--- src/rtl/ddr3_arb_pkg.sv ---
// Shared widths, FSM encoding and response-tag layout for the DDR3 EMIF arbiter.
package ddr3_arb_pkg;

  localparam int ADDR_W    = 25;
  localparam int DATA_W    = 256;
  localparam int BE_W      = 32;
  localparam int BURST_W   = 5;
  localparam int RSP_DEPTH = 8;
  localparam int RSP_PTR_W = $clog2(RSP_DEPTH);

  typedef enum logic [1:0] {
    IDLE   = 2'd0,
    CMD    = 2'd1,
    WBURST = 2'd2
  } fsm_t;

  // One outstanding read command: who issued it and how many beats come back.
  typedef struct packed {
    logic               id;
    logic [BURST_W-1:0] burstcount;
  } tag_t;

  // A zero burst length is illegal; treat it as a single beat so the logic never stalls.
  function automatic logic [BURST_W-1:0] burst_norm(input logic [BURST_W-1:0] bc);
    logic [BURST_W-1:0] r;
    if (bc == {BURST_W{1'b0}}) begin
      r = {{(BURST_W-1){1'b0}}, 1'b1};
    end else begin
      r = bc;
    end
    return r;
  endfunction

endpackage

--- src/rtl/ddr3_emif_arbiter_if.sv ---
// Avalon-MM style master port: one instance per datapath master.
interface ddr3_emif_arbiter_if;

  logic                               read;
  logic                               write;
  logic [ddr3_arb_pkg::ADDR_W-1:0]    addr;
  logic [ddr3_arb_pkg::BURST_W-1:0]   burstcount;
  logic [ddr3_arb_pkg::DATA_W-1:0]    writedata;
  logic [ddr3_arb_pkg::BE_W-1:0]      byteenable;
  logic                               waitrequest;
  logic [ddr3_arb_pkg::DATA_W-1:0]    readdata;
  logic                               readdatavalid;

  modport master (
    output read, write, addr, burstcount, writedata, byteenable,
    input  waitrequest, readdata, readdatavalid
  );

  modport slave (
    input  read, write, addr, burstcount, writedata, byteenable,
    output waitrequest, readdata, readdatavalid
  );

endinterface

--- src/rtl/ddr3_arb_rsp_fifo.sv ---
// In-order FIFO of read-response tags; push and pop may happen in the same cycle.
module ddr3_arb_rsp_fifo
  import ddr3_arb_pkg::*;
(
  input  logic mem_clk,
  input  logic mem_rst_n,
  input  logic push,
  input  tag_t push_tag,
  input  logic pop,
  output tag_t head_tag,
  output logic full,
  output logic empty
);

  tag_t                 mem_r [RSP_DEPTH];
  logic [RSP_PTR_W:0]   wr_ptr_r;
  logic [RSP_PTR_W:0]   rd_ptr_r;
  logic                 do_push_s;
  logic                 do_pop_s;

  assign do_push_s = push && !full;
  assign do_pop_s  = pop && !empty;

  // Tag storage; contents are only meaningful between the pointers, so no reset is needed.
  always_ff @(posedge mem_clk) begin
    if (do_push_s) begin
      mem_r[wr_ptr_r[RSP_PTR_W-1:0]] <= push_tag;
    end
  end

  // Read/write pointers with a wrap bit to tell full from empty.
  always_ff @(posedge mem_clk or negedge mem_rst_n) begin
    if (!mem_rst_n) begin
      wr_ptr_r <= {(RSP_PTR_W+1){1'b0}};
      rd_ptr_r <= {(RSP_PTR_W+1){1'b0}};
    end else begin
      if (do_push_s) begin
        wr_ptr_r <= wr_ptr_r + {{RSP_PTR_W{1'b0}}, 1'b1};
      end
      if (do_pop_s) begin
        rd_ptr_r <= rd_ptr_r + {{RSP_PTR_W{1'b0}}, 1'b1};
      end
    end
  end

  assign empty    = (wr_ptr_r == rd_ptr_r);
  assign full     = (wr_ptr_r[RSP_PTR_W] != rd_ptr_r[RSP_PTR_W]) &&
                    (wr_ptr_r[RSP_PTR_W-1:0] == rd_ptr_r[RSP_PTR_W-1:0]);
  assign head_tag = mem_r[rd_ptr_r[RSP_PTR_W-1:0]];

endmodule

--- src/rtl/ddr3_emif_arbiter.sv ---
// Two-master round-robin arbiter in front of the DDR3 EMIF Avalon-MM port.
// The grant is held for a whole command; read data is steered back by an in-order tag FIFO.
module ddr3_emif_arbiter
  import ddr3_arb_pkg::*;
(
  input  logic               mem_clk,
  input  logic               mem_rst_n,
  ddr3_emif_arbiter_if.slave m0,
  ddr3_emif_arbiter_if.slave m1,
  input  logic               ddr3_emif_ready,
  input  logic [DATA_W-1:0]  ddr3_emif_read_data,
  input  logic               ddr3_emif_rddata_valid,
  output logic               ddr3_emif_read,
  output logic               ddr3_emif_write,
  output logic [ADDR_W-1:0]  ddr3_emif_addr,
  output logic [DATA_W-1:0]  ddr3_emif_write_data,
  output logic [BE_W-1:0]    ddr3_emif_byte_enable,
  output logic [BURST_W-1:0] ddr3_emif_burst_count,
  output logic               rsp_orphan
);

  fsm_t               state_r;
  logic               grant_r;
  logic               last_grant_r;
  logic [BURST_W-1:0] beat_cnt_r;
  logic [BURST_W-1:0] head_cnt_r;
  logic               orphan_r;

  logic               elig0_s;
  logic               elig1_s;
  logic               g_read_s;
  logic               g_write_s;
  logic [ADDR_W-1:0]  g_addr_s;
  logic [BURST_W-1:0] g_bc_s;
  logic [BURST_W-1:0] g_bc_norm_s;
  logic [DATA_W-1:0]  g_wd_s;
  logic [BE_W-1:0]    g_be_s;
  logic               accept_s;
  logic               push_s;
  logic               pop_s;
  tag_t               push_tag_s;
  tag_t               head_tag_s;
  logic               fifo_full_s;
  logic               fifo_empty_s;

  // Reads need a free tag slot; writes are always eligible.
  assign elig0_s = m0.write || (m0.read && !fifo_full_s);
  assign elig1_s = m1.write || (m1.read && !fifo_full_s);

  // Select the granted master's command fields.
  always_comb begin
    g_read_s  = 1'b0;
    g_write_s = 1'b0;
    g_addr_s  = {ADDR_W{1'b0}};
    g_bc_s    = {BURST_W{1'b0}};
    g_wd_s    = {DATA_W{1'b0}};
    g_be_s    = {BE_W{1'b0}};
    if (grant_r) begin
      g_read_s  = m1.read;
      g_write_s = m1.write;
      g_addr_s  = m1.addr;
      g_bc_s    = m1.burstcount;
      g_wd_s    = m1.writedata;
      g_be_s    = m1.byteenable;
    end else begin
      g_read_s  = m0.read;
      g_write_s = m0.write;
      g_addr_s  = m0.addr;
      g_bc_s    = m0.burstcount;
      g_wd_s    = m0.writedata;
      g_be_s    = m0.byteenable;
    end
  end

  assign g_bc_norm_s = burst_norm(g_bc_s);

  // Drive the EMIF command and the per-master stalls from the current grant.
  always_comb begin
    ddr3_emif_read        = 1'b0;
    ddr3_emif_write       = 1'b0;
    ddr3_emif_addr        = g_addr_s;
    ddr3_emif_write_data  = g_wd_s;
    ddr3_emif_byte_enable = g_be_s;
    ddr3_emif_burst_count = g_bc_s;
    accept_s              = 1'b0;
    m0.waitrequest        = 1'b1;
    m1.waitrequest        = 1'b1;
    case (state_r)
      CMD: begin
        ddr3_emif_read  = g_read_s;
        ddr3_emif_write = g_write_s;
        accept_s        = (g_read_s || g_write_s) && ddr3_emif_ready;
      end
      WBURST: begin
        ddr3_emif_write = g_write_s;
        accept_s        = g_write_s && ddr3_emif_ready;
      end
      default: begin
        accept_s = 1'b0;
      end
    endcase
    if (state_r != IDLE) begin
      if (grant_r) begin
        m1.waitrequest = !ddr3_emif_ready;
      end else begin
        m0.waitrequest = !ddr3_emif_ready;
      end
    end else begin
      m0.waitrequest = 1'b1;
      m1.waitrequest = 1'b1;
    end
  end

  // Grant FSM: pick in IDLE, issue in CMD, hold through the rest of a write burst.
  always_ff @(posedge mem_clk or negedge mem_rst_n) begin
    if (!mem_rst_n) begin
      state_r      <= IDLE;
      grant_r      <= 1'b0;
      last_grant_r <= 1'b1;
      beat_cnt_r   <= {BURST_W{1'b0}};
    end else begin
      case (state_r)
        IDLE: begin
          if (elig0_s || elig1_s) begin
            state_r <= CMD;
            if (elig0_s && elig1_s) begin
              grant_r <= !last_grant_r;
            end else begin
              grant_r <= elig1_s;
            end
          end
        end
        CMD: begin
          if (accept_s) begin
            last_grant_r <= grant_r;
            if (g_write_s && (g_bc_norm_s > {{(BURST_W-1){1'b0}}, 1'b1})) begin
              beat_cnt_r <= g_bc_norm_s - {{(BURST_W-1){1'b0}}, 1'b1};
              state_r    <= WBURST;
            end else begin
              state_r <= IDLE;
            end
          end
        end
        WBURST: begin
          if (accept_s) begin
            beat_cnt_r <= beat_cnt_r - {{(BURST_W-1){1'b0}}, 1'b1};
            if (beat_cnt_r <= {{(BURST_W-1){1'b0}}, 1'b1}) begin
              state_r <= IDLE;
            end
          end
        end
        default: begin
          state_r <= IDLE;
        end
      endcase
    end
  end

  assign push_s           = (state_r == CMD) && accept_s && g_read_s;
  assign push_tag_s.id    = grant_r;
  assign push_tag_s.burstcount = g_bc_norm_s;
  assign pop_s            = ddr3_emif_rddata_valid && !fifo_empty_s &&
                            (head_cnt_r == (head_tag_s.burstcount - {{(BURST_W-1){1'b0}}, 1'b1}));

  ddr3_arb_rsp_fifo u_rsp_fifo (
    .mem_clk   (mem_clk),
    .mem_rst_n (mem_rst_n),
    .push      (push_s),
    .push_tag  (push_tag_s),
    .pop       (pop_s),
    .head_tag  (head_tag_s),
    .full      (fifo_full_s),
    .empty     (fifo_empty_s)
  );

  // Count beats of the head read and remember any beat that arrived with nothing outstanding.
  always_ff @(posedge mem_clk or negedge mem_rst_n) begin
    if (!mem_rst_n) begin
      head_cnt_r <= {BURST_W{1'b0}};
      orphan_r   <= 1'b0;
    end else if (ddr3_emif_rddata_valid) begin
      if (fifo_empty_s) begin
        orphan_r <= 1'b1;
      end else if (pop_s) begin
        head_cnt_r <= {BURST_W{1'b0}};
      end else begin
        head_cnt_r <= head_cnt_r + {{(BURST_W-1){1'b0}}, 1'b1};
      end
    end
  end

  // Steer each returning beat to the issuer recorded at the FIFO head.
  always_comb begin
    m0.readdatavalid = 1'b0;
    m1.readdatavalid = 1'b0;
    if (ddr3_emif_rddata_valid && !fifo_empty_s) begin
      if (head_tag_s.id) begin
        m1.readdatavalid = 1'b1;
      end else begin
        m0.readdatavalid = 1'b1;
      end
    end else begin
      m0.readdatavalid = 1'b0;
      m1.readdatavalid = 1'b0;
    end
  end

  assign m0.readdata = ddr3_emif_read_data;
  assign m1.readdata = ddr3_emif_read_data;
  assign rsp_orphan  = orphan_r;

endmodule

--- src/flat_wrapper.sv ---
// flat-port wrapper written by rule: the top's interface ports become plain ports
module ddr3_emif_arbiter_flat import ddr3_arb_pkg::*;
  (mem_clk, mem_rst_n, ddr3_emif_ready, ddr3_emif_read_data, ddr3_emif_rddata_valid, ddr3_emif_read, ddr3_emif_write, ddr3_emif_addr, ddr3_emif_write_data, ddr3_emif_byte_enable, ddr3_emif_burst_count, rsp_orphan, m0_read, m0_write, m0_addr, m0_burstcount, m0_writedata, m0_byteenable, m0_waitrequest, m0_readdata, m0_readdatavalid, m1_read, m1_write, m1_addr, m1_burstcount, m1_writedata, m1_byteenable, m1_waitrequest, m1_readdata, m1_readdatavalid);
  ddr3_emif_arbiter_if m0_i ();
  ddr3_emif_arbiter_if m1_i ();
  input  logic mem_clk;
  input  logic mem_rst_n;
  input  logic ddr3_emif_ready;
  input  logic [DATA_W-1:0] ddr3_emif_read_data;
  input  logic ddr3_emif_rddata_valid;
  output logic ddr3_emif_read;
  output logic ddr3_emif_write;
  output logic [ADDR_W-1:0] ddr3_emif_addr;
  output logic [DATA_W-1:0] ddr3_emif_write_data;
  output logic [BE_W-1:0] ddr3_emif_byte_enable;
  output logic [BURST_W-1:0] ddr3_emif_burst_count;
  output logic rsp_orphan;
  input wire logic [$bits(m0_i.read)-1:0] m0_read;
  input wire logic [$bits(m0_i.write)-1:0] m0_write;
  input wire logic [$bits(m0_i.addr)-1:0] m0_addr;
  input wire logic [$bits(m0_i.burstcount)-1:0] m0_burstcount;
  input wire logic [$bits(m0_i.writedata)-1:0] m0_writedata;
  input wire logic [$bits(m0_i.byteenable)-1:0] m0_byteenable;
  output wire logic [$bits(m0_i.waitrequest)-1:0] m0_waitrequest;
  output wire logic [$bits(m0_i.readdata)-1:0] m0_readdata;
  output wire logic [$bits(m0_i.readdatavalid)-1:0] m0_readdatavalid;
  input wire logic [$bits(m1_i.read)-1:0] m1_read;
  input wire logic [$bits(m1_i.write)-1:0] m1_write;
  input wire logic [$bits(m1_i.addr)-1:0] m1_addr;
  input wire logic [$bits(m1_i.burstcount)-1:0] m1_burstcount;
  input wire logic [$bits(m1_i.writedata)-1:0] m1_writedata;
  input wire logic [$bits(m1_i.byteenable)-1:0] m1_byteenable;
  output wire logic [$bits(m1_i.waitrequest)-1:0] m1_waitrequest;
  output wire logic [$bits(m1_i.readdata)-1:0] m1_readdata;
  output wire logic [$bits(m1_i.readdatavalid)-1:0] m1_readdatavalid;
  assign m0_i.read = m0_read;
  assign m0_i.write = m0_write;
  assign m0_i.addr = m0_addr;
  assign m0_i.burstcount = m0_burstcount;
  assign m0_i.writedata = m0_writedata;
  assign m0_i.byteenable = m0_byteenable;
  assign m0_waitrequest = m0_i.waitrequest;
  assign m0_readdata = m0_i.readdata;
  assign m0_readdatavalid = m0_i.readdatavalid;
  assign m1_i.read = m1_read;
  assign m1_i.write = m1_write;
  assign m1_i.addr = m1_addr;
  assign m1_i.burstcount = m1_burstcount;
  assign m1_i.writedata = m1_writedata;
  assign m1_i.byteenable = m1_byteenable;
  assign m1_waitrequest = m1_i.waitrequest;
  assign m1_readdata = m1_i.readdata;
  assign m1_readdatavalid = m1_i.readdatavalid;
  ddr3_emif_arbiter u_core (.mem_clk(mem_clk), .mem_rst_n(mem_rst_n), .m0(m0_i), .m1(m1_i), .ddr3_emif_ready(ddr3_emif_ready), .ddr3_emif_read_data(ddr3_emif_read_data), .ddr3_emif_rddata_valid(ddr3_emif_rddata_valid), .ddr3_emif_read(ddr3_emif_read), .ddr3_emif_write(ddr3_emif_write), .ddr3_emif_addr(ddr3_emif_addr), .ddr3_emif_write_data(ddr3_emif_write_data), .ddr3_emif_byte_enable(ddr3_emif_byte_enable), .ddr3_emif_burst_count(ddr3_emif_burst_count), .rsp_orphan(rsp_orphan));
endmodule
--- config.mk ---
export PLATFORM = sky130hd
export DESIGN_NAME = ddr3_emif_arbiter_flat
export DESIGN_NICKNAME = d
export VERILOG_FILES = /design/src/rtl/ddr3_arb_pkg.sv /design/src/rtl/ddr3_emif_arbiter_if.sv /design/src/rtl/ddr3_arb_rsp_fifo.sv /design/src/rtl/ddr3_emif_arbiter.sv /design/src/flat_wrapper.sv
export SDC_FILE = /design/constraint.sdc
export NUM_CORES = 1
export LEC_CHECK = 0
export ABC_AREA = 1
export ABC_CLOCK_PERIOD_IN_PS = 4450
export CAP_MARGIN = 20
export CORE_AREA = 2 2 682 684
export CTS_CLUSTER_SIZE = 28
export DETAILED_ROUTE_END_ITERATION = 10
export DIE_AREA = 0 0 684 686
export HOLD_SLACK_MARGIN = 0.06
export REMOVE_ABC_BUFFERS = 1
export SETUP_SLACK_MARGIN = 0.2
export SYNTH_ARGS = -nofsm -noshare
export SYNTH_HDL_FRONTEND = slang
export SYNTH_SLANG_ARGS = --single-unit
--- constraint.sdc ---
create_clock -name mem_clk -period 4.45 [get_ports mem_clk]
set_input_delay 0.89 -clock mem_clk [delete_from_list [all_inputs] [get_ports mem_clk]]
set_output_delay 0.89 -clock mem_clk [all_outputs]
set_load 0.01 [all_outputs]
[Yosys cells after proc, flatten, opt, wreduce, memory -nomap -nowiden]
Memory sizes are Yosys's and may differ from the RTL's.
Cells that the tools add are included.
Operators by class
  add/subtract/negate cells: 6
  order comparisons: 2
  equal/unequal tests: 11
  multiplexer cells: 32
  bitwise logic cells: 1
  reduce and logical (&&, ||, !) cells: 32
Operators by type and width (number)
  $mux W256: 1
  $mux W32: 1
  $mux W5: 6
  $mux W25: 1
  $mux W1: 15
  $sub A5 B1 Y5 const B: 3
  $logic_and A1 B1 Y1: 13
  $mux W2: 5
  $ne A2 B1 Y1 const B: 5
  $pmux W5 S2: 1
  $add A4 B1 Y4 const B: 2
  $reduce_and A2 Y1: 4
  $reduce_and A4 Y1: 2
  $pmux W2 S3: 1
  $add A5 B1 Y5 const B: 1
  $eq A5 B5 Y1: 1
  $gt A5 B1 Y1 const B: 1
  $le A5 B1 Y1 const B: 1
  $logic_not A5 Y1: 1
  $eq A4 B4 Y1: 1
  $logic_not A1 Y1: 4
  $logic_or A1 B1 Y1: 4
  $reduce_bool A2 Y1: 2
  $eq A3 B3 Y1: 1
  7 further kinds: 7
Word-level totals
  flip-flop bits (word level): 23
  bits in writable memories: 48
  bits of input ports: 900
  output and inout bits: 837
  memories kept: 1
Memories
  u_core.u_rsp_fifo.mem_r: depth 8, width 6, read ports 1, clocked after Yosys merged registers in 0, write ports 1, RTL line ddr3_arb_rsp_fifo.sv:15  | tag_t mem_r [RSP_DEPTH];

[Logic depth before layout (Yosys ltp)]
Gate-level depths: netlist (run 1).
  depth after elaboration: 9
  depth in mapped cells: 17
  depth with buffers taken out: 16

[By module]
A second synthesis (run 1) with hierarchy kept.
Unflattened totals
  cells, all modules: 1965
  area total of the unflattened synthesis: 11592.4 um2
By module, submodules not included
  ddr3_emif_arbiter: times used 1, cells each 1741, area an instance 9147.5 um2, sequential area each 376.6 um2
  ddr3_arb_rsp_fifo: times used 1, cells each 224, area an instance 2444.8 um2, sequential area each 1641.6 um2

[Worst setup path before layout (run 1)]
No wires, ideal clock.
  path type: register -> output
  start point: register u_core.grant_r
  end point: output ddr3_emif_byte_enable[16]
  arrival time: 1654 ps
  slack: 1906 ps
  stages on the path, launching flop included: 8
  buffers on the path: 4
  cell sequence: dfrtp_1 > buf_2 > inv_2 > clkbuf_1 > clkbuf_1 > buf_1 > nand2_1 > nand2_1
On the way
  cells in the longest elaborated chain, start to end: 1
RTL lines
  start: declaration: RTL line ddr3_emif_arbiter.sv:23  | logic grant_r;
  start signal: assignment: RTL line ddr3_emif_arbiter.sv:127  | grant_r <= !last_grant_r;
  start signal: assignment: RTL line ddr3_emif_arbiter.sv:129  | grant_r <= elig1_s;
  $mux W32: RTL line ddr3_emif_arbiter.sv:58  | if (grant_r) begin
  end: declaration: RTL line flat_wrapper.sv:15  | output logic [BE_W-1:0] ddr3_emif_byte_enable;
No other way between the ends.

[Final worst setup path (run 1)]
  start point: register u_core.u_rsp_fifo.rd_ptr_r[2]
  end point: output m1_readdatavalid
On the way
  cells in the longest elaborated chain, start to end: 4
RTL lines
  start: declaration: RTL line ddr3_arb_rsp_fifo.sv:17  | logic [RSP_PTR_W:0] rd_ptr_r;
  start signal: assignment: RTL line ddr3_arb_rsp_fifo.sv:35  | rd_ptr_r <= {(RSP_PTR_W+1){1'b0}};
  start signal: assignment: RTL line ddr3_arb_rsp_fifo.sv:41  | rd_ptr_r <= rd_ptr_r + {{RSP_PTR_W{1'b0}}, 1'b1};
  branches (longest 3 deep; another with $mem_v2 Z8 W6)
  $mux W1 (*): RTL line ddr3_emif_arbiter.sv:196  | if (ddr3_emif_rddata_valid && !fifo_empty_s) begin
  end: declaration: RTL line flat_wrapper.sv:35  | output wire logic [$bits(m1_i.readdatavalid)-1:0] m1_readdatavalid;
Every way passes the cells marked *.

==> results of run 1 <==
[how the worst min path moves through the flow]
stage / depth (start not counted) / from / end / slack (ps)
floorplan: 1 / u_core.u_rsp_fifo.wr_ptr_r[3]$_DFFE_PN0P_ / u_core.u_rsp_fifo.wr_ptr_r[3]$_DFFE_PN0P_ / 460
global placement: 2 / u_core.last_grant_r$_DFFE_PN1N_ / u_core.last_grant_r$_DFFE_PN1N_ / 490
detailed placement: 2 / u_core.last_grant_r$_DFFE_PN1N_ / u_core.last_grant_r$_DFFE_PN1N_ / 500
global route: 2 / u_core.last_grant_r$_DFFE_PN1N_ / u_core.last_grant_r$_DFFE_PN1N_ / 520
finish: 1 / u_core.u_rsp_fifo.wr_ptr_r[3]$_DFFE_PN0P_ / u_core.u_rsp_fifo.wr_ptr_r[3]$_DFFE_PN0P_ / 510
CTS: 2 / u_core.last_grant_r$_DFFE_PN1N_ / u_core.last_grant_r$_DFFE_PN1N_ / 510
[flip-flops by register name (all words and copies together), names as in the netlist]
signal / flops
u_core.head_cnt_r: 5
u_core.u_rsp_fifo.mem_r: 48
u_core.state_r: 2
u_core.u_rsp_fifo.rd_ptr_r: 4
u_core.beat_cnt_r: 5
u_core.u_rsp_fifo.wr_ptr_r: 4
u_core.last_grant_r: 1
u_core.rsp_orphan: 1
u_core.grant_r: 1
[routing by layer]
metal	vias up	track usage (%)	part of all wire [%]
li1	6334	-	-
met1	7850	19.91	36
met2	2938	24.90	36
met3	711	21.43	24
met4	121	2.285	2.0
met5	-	9.327	1.4
[final cells by class]
class                   instances  area (um^2)
flip-flops and latches         71         2022
inverters                      64        247.7
multi-input cells            1231         5025
fillers                     54680       434800
diodes                         82        205.2
clock buffers                   9        225.2
repair buffers                989        11690
well taps                    6174         7725
clock inverters                 7        78.83
[logic make-up after synthesis]
family	count (synthesis)	synth area share [%]
buf+inv	657	38.64
compound gates	45	2.300
flops	71	17.58
simple gates	1161	39.14
fa+ha+maj	11	1.199
xor+xnor	14	1.134
[cell usage in the layout (no fill, tap or decap), types with 2 or more instances in the layout]
cell             netlist  layout
a21oi_1                7       7
and2_1                 2       2
buf_12                 0     190
buf_4                516      46
clkbuf_16              0       9
clkdlybuf4s50_1        0     753
clkinv_1               1       2
dfrtp_1               22      21
diode_2                0      82
edfxtp_1              48      48
ha_1                  11      11
inv_1                 58      58
inv_2                  5       4
inv_6                  0       3
inv_8                  0       2
nand2_1             1059    1059
nand2_2                6       6
nand3_1               37      37
nand3_2                3       3
nand4_1                2       2
nor2_1                41      41
nor2_2                 2       2
nor3_1                 5       5
o211ai_1               5       5
o21ai_0               20      20
o21ai_1                3       3
o21ai_2                3       3
o22ai_1                4       4
xnor2_1                4       4
xor2_1                 9       9
[metrics by stage]
stage	total power (W)	instances	setup TNS [ps]
finish	0.01629	8627	0
global route	0.01768	8564	0
CTS	0.01714	8545	0
detailed placement	0.01632	8529	0
global placement	0.01634	8529	0
floorplan	0.004443	1366	-2823010
[cells in the mapped netlist (3+ instances only)]
cell      count  area [um^2]
o21ai_1       3        15.01
ha_1         11        137.6
buf_1         6        22.52
o22ai_1       4        25.02
clkbuf_1     65        244.0
dfrtp_1      22        550.5
nand3_2       3        30.03
o21ai_0      20        100.1
inv_1        58        217.7
nor3_1        5        25.02
xnor2_1       4        35.03
a21oi_1       7        35.03
buf_6         4        45.04
nand2_2       6        37.54
nand3_1      37        185.2
o211ai_1      5        37.54
xor2_1        9        78.83
nor2_1       41        153.9
inv_2         5        18.77
edfxtp_1     48         1441
o21ai_2       3        26.28
nand2_1    1059         3975
buf_4       516         3874
[power groups by stage]
stage	logic (W)	clock network [W]	registers, W
detailed placement	0.0153	0	0.00105
floorplan	0.00320	0	0.00124
finish	0.0145	0.000750	0.00104
CTS	0.0153	0.000759	0.00104
global placement	0.0153	0	0.00105
global route	0.0158	0.000780	0.00106
==> run metrics, run 1 <==
dpl hpwl 422.2 mm; core area 0.4620 mm^2; IO Pins 1737; num rows 250; Slew HR 30.83%; R2R Path Start u_core.grant_r$_DFFE_PN0P_; crit path max fanout 10; switch share 60.66%; worst-skew pair later-pin latency 340 ps; max-cap check violation count 0; residual DRC count 0; htree depth 3; setup repair after global routing missed its margin false; clock sinks 71; Initial Util 2.484%; Peak VDD IR 0.0002775 V; first-pass iteration count of the detailed router 5; Clock Skew 7.860 ps; Yosys cell types 37; Pleak 9.577 nW; Stages on worst setup path 6; Die ar. 0.4692 mm^2; pin count of the biggest net entering global routing 121; CTS tree done; crit-path cells clkinv_1, o21ai_0, inv_1, nor2_1, buf_4, clkdlybuf4s50_1; WS Path Type flip-flop to output port; Yosys warning total 0; Netlist Area Pre-Place 0.01148 mm^2; Max Root-Sink Buffers 2; ys async rst share 32.39%; Die Y 686 um; DIE WIDTH 684 um; sequential share of power 6.4%; reg2reg path depth 14; switching power 0.009882 W; vias in the first global route 14900; sequential fraction of the synthesis area 17.58%; clock slew seen by the registers of the worst setup and hold paths 60 ps; crit path launch u_core.u_rsp_fifo.rd_ptr_r[2]$_DFFE_PN0P_; P_int 0.006409 W; pre-CTS setup slack 599.0 ps; Worst EP arrival 2990 ps; PwrDens 598.6 mW/mm^2; CTS root buf clkbuf_16; CTS Hold Bufs 0; main flop type after synthesis edfxtp_1; placed cell area 0.02671 mm^2; crit-path leading delay family buffers and inverters; worst path bufs/invs 4; f_max 257.9 MHz; Gate Count Post-Synth 1959; final wirelength 463.9 mm; CP Capture Type output port; DRT iter0 DRCs 1862; remaining antenna violation count after routing 0; first-pass GRT wire length 498.5 mm; Worst Path Required 3560 ps; crit path time final 3877 ps; final setup fails 0; Clock power frac 4.6%; # Post-CTS Setup Buffers 0; synthesized area per cell 5.859 um^2; final worst slack 572.8 ps; GRT overflow 0; R2R Setup Slk 1300 ps; CTS resizes 0; IO Port Bufs 968; CP Launch Type flip-flop; share of total power in combinational logic 89.0%; GR Util All Layers 19.07%; slowest stage delay, CP 630 ps; Slew Limit Fails 0; period utilization 87.13%; fin nets 3277; routed via count 17950; reg2reg end u_core.beat_cnt_r[1]$_DFFE_PN0P_; initial antenna violation count 384; Seq cells post-synth 71; Final GP Congestion 0.9077; final worst hold slack 512.1 ps; Worst Hold Class flip-flop to flip-flop; worst slew pin tran 1038 ps; crit path max-delay cell type dfrtp_1; detailed-route vias per instance 2.081; post-layout instance area 0.02721 mm^2; Area Overhead vs Synth 137.1%; layout cells sized above 1 11.68%; final hold vios 0; Num CTS Buffers 9; fin util 5.891%; WL per Instance 53.77 um; crit path to m1_readdatavalid; status finished clean; number of flops mapped to enable cells by yosys 48
Note: power is estimated with default switching activity, not from simulation.
==> run 2: changes to the inputs <==
- CORE_AREA: 2 2 682 684 -> 2 2 669 671
- DIE_AREA: 0 0 684 686 -> 0 0 671 673
==> run metrics, run 2 (synthesized netlist as in run 1, its figures left out) <==
crit path time final 3688 ps (-188.8 ps); initial antenna violation count 470 (+22%); met3 routed WL 135.9 mm (+22%); placed cell count 8280 (-2.9%); CTS root buf clkbuf_16; Non-Filler Instances 8394 (-2.7%); Max Root-Sink Buffers 2 (unchanged); IO Port Bufs 968 (unchanged); max FFs per register 48 (unchanged); Worst EP arrival 2800 ps (-190 ps); Worst Path Required 3560 ps (about the same); core area 0.4442 mm^2 (-3.9%); switch share 62.21% (+1.6 points); Hold Path End u_core.rsp_orphan$_DFFE_PN0P_; PwrDens 522.3 mW/mm^2 (-13%); GRT overflow 0 (unchanged); Clock power frac 5.9% (+1.3 points); crit path max fanout 1 (-9); status finished clean; first-pass iteration count of the detailed router 5 (unchanged); commonest cells after routing, fill and taps aside nand2_1 (1059), clkdlybuf4s50_1 (816), buf_4 (142), inv_1 (58), edfxtp_1 (48); sequential share of power 7.7% (+1.3 points); CTS Hold Bufs 0 (unchanged); final wirelength 478.7 mm (+3.2%); Final Power 0.01309 W (-20%); metal1 wirelength 138.4 mm (-18%); R2R Path Start u_core.grant_r$_DFFE_PN0P_; Die ar. 0.4516 mm^2 (-3.8%); CTS resizes 0 (unchanged); most common cell after layout, fill and taps aside nand2_1; reg2reg end u_core.beat_cnt_r[3]$_DFFE_PN0P_; final worst hold slack 471.2 ps (-40.90 ps); vias in the first global route 14190 (-4.7%); # Post-CTS Setup Buffers 0 (unchanged); layout cells sized above 1 8.953% (-2.7 points); first-pass GRT wire length 509.9 mm (+2.3%); CTS tree done; slowest stage delay, CP 790 ps (+160 ps); worst hold path depth 1 (unchanged); switching power 0.008140 W (-18%); worst slew pin tran 881.9 ps (-155.7 ps); detailed-route vias per instance 2.255 (+8.4%); Area Overhead vs Synth 118.2%; highest routed layer met5; IO Pins 1737 (unchanged); max-cap check violation count 0 (unchanged); CP Capture Type output port; CP Launch Type primary input; final hold vios 0 (unchanged); remaining antenna violation count after routing 0 (unchanged); post-layout instance area 0.02505 mm^2 (-7.9%); DIE WIDTH 671 um (-1.9%); setup repair after global routing missed its margin false; f_max 271.1 MHz (+5.1%); period utilization 82.88% (-4.2 points); Pleak 8.791 nW (-8.2%); WL per Instance 57.03 um (+6.1%); residual DRC count 0 (unchanged); WS Path Type primary input to output port; worst-skew pair later-pin latency 350 ps (about the same); crit-path cells clkdlybuf4s50_1, nand2_1, nand2_1, clkdlybuf4s50_1; pin count of the biggest net entering global routing 111 (-8.3%); Worst Hold Class flip-flop to flip-flop; clock sinks 71 (unchanged); share of total power in combinational logic 86.4% (-2.6 points); Die Y 673 um (-1.9%); met2 wire len 181.2 mm (+7.8%); placed cell area 0.02449 mm^2 (-8.3%); crit path max-delay cell type clkdlybuf4s50_1; R2R Setup Slk 1160 ps (-140 ps); Peak VDD IR 0.0003440 V (+24%); P_int 0.004945 W (-23%); Initial Util 2.584% (+0.10 points); Clock Skew 10.71 ps (+2.852 ps); clock slew seen by the registers of the worst setup and hold paths 60 ps (about the same); DRT iter0 DRCs 2409 (+29%); dpl hpwl 442.6 mm (+4.8%); Slew Limit Fails 0 (unchanged); num rows 245 (-2.0%); Final GP Congestion 0.9752 (+7.4%); reg2reg path depth 15 (+1); Hold Crit Start u_core.rsp_orphan$_DFFE_PN0P_; fin nets 3274 (-0.092%); Slew HR 40.76% (+9.9 points); Num CTS Buffers 9 (unchanged); final setup fails 0 (unchanged); routed via count 18930 (+5.4%); GR Util All Layers 20.43% (+1.4 points); htree depth 3 (unchanged)
-- run 2: worst max-delay path by stage --
stage	start	endpoint	slack, ps	cells past startpoint
after floorplan	u_core.grant_r$_DFFE_PN0P_	u_core.beat_cnt_r[0]$_DFFE_PN0P_	-7980	14
after global placement	m1_writedata[165]	ddr3_emif_write_data[165]	640	4
after detailed placement	m1_writedata[165]	ddr3_emif_write_data[165]	710	4
after CTS	m1_writedata[165]	ddr3_emif_write_data[165]	710	4
after global routing	u_core.grant_r$_DFFE_PN0P_	ddr3_emif_burst_count[4]	740	5
final	m1_writedata[197]	ddr3_emif_write_data[197]	760	4
-- run 2: power by group through the flow --
stage	registers, W	logic, W	clock network [W]
floorplan	0.00124	0.00320	0
global placement	0.00101	0.0119	0
detailed placement	0.00101	0.0119	0
CTS	0.00100	0.0120	0.000774
global route	0.00102	0.0121	0.000806
finish	0.00101	0.0113	0.000766
-- run 2: per-stage QoR --
| stage | utilization, % | worst slack [ps] | TNS [ps] |
|---|---|---|---|
| floorplan | - | -7977 | -2823010 |
| global placement | 5.515 | 641.3 | 0 |
| detailed placement | 5.514 | 714.6 | 0 |
| CTS | 5.585 | 705.8 | 0 |
| global route | 5.608 | 744.8 | 0 |
| finish | 5.640 | 761.6 | 0 |
-- run 2: critical path, delay by kind of cell --
family / cells / cell delay (ps)
buffers and inverters: 2 / 1430
and+or+nand+nor: 2 / 450
-- run 2: layer usage --
| layer | track usage (%) | up-vias |
|---|---|---|
| met3 | 27.91 | 878 |
| li1 | - | 6338 |
| met4 | 3.283 | 311 |
| met1 | 16.69 | 7765 |
| met5 | 14.52 | - |
| met2 | 27.90 | 3637 |
-- run 2: area by class of cell --
class / instances / area, um^2
timing repair buffer: 986 / 9779
fill: 52650 / 419100
clock inverter: 6 / 65.06
sequential: 71 / 2022
clock buffer: 10 / 250.2
tap: 5928 / 7417
inverter: 64 / 247.7
multi-input combinational: 1231 / 5025
antenna: 98 / 245.2
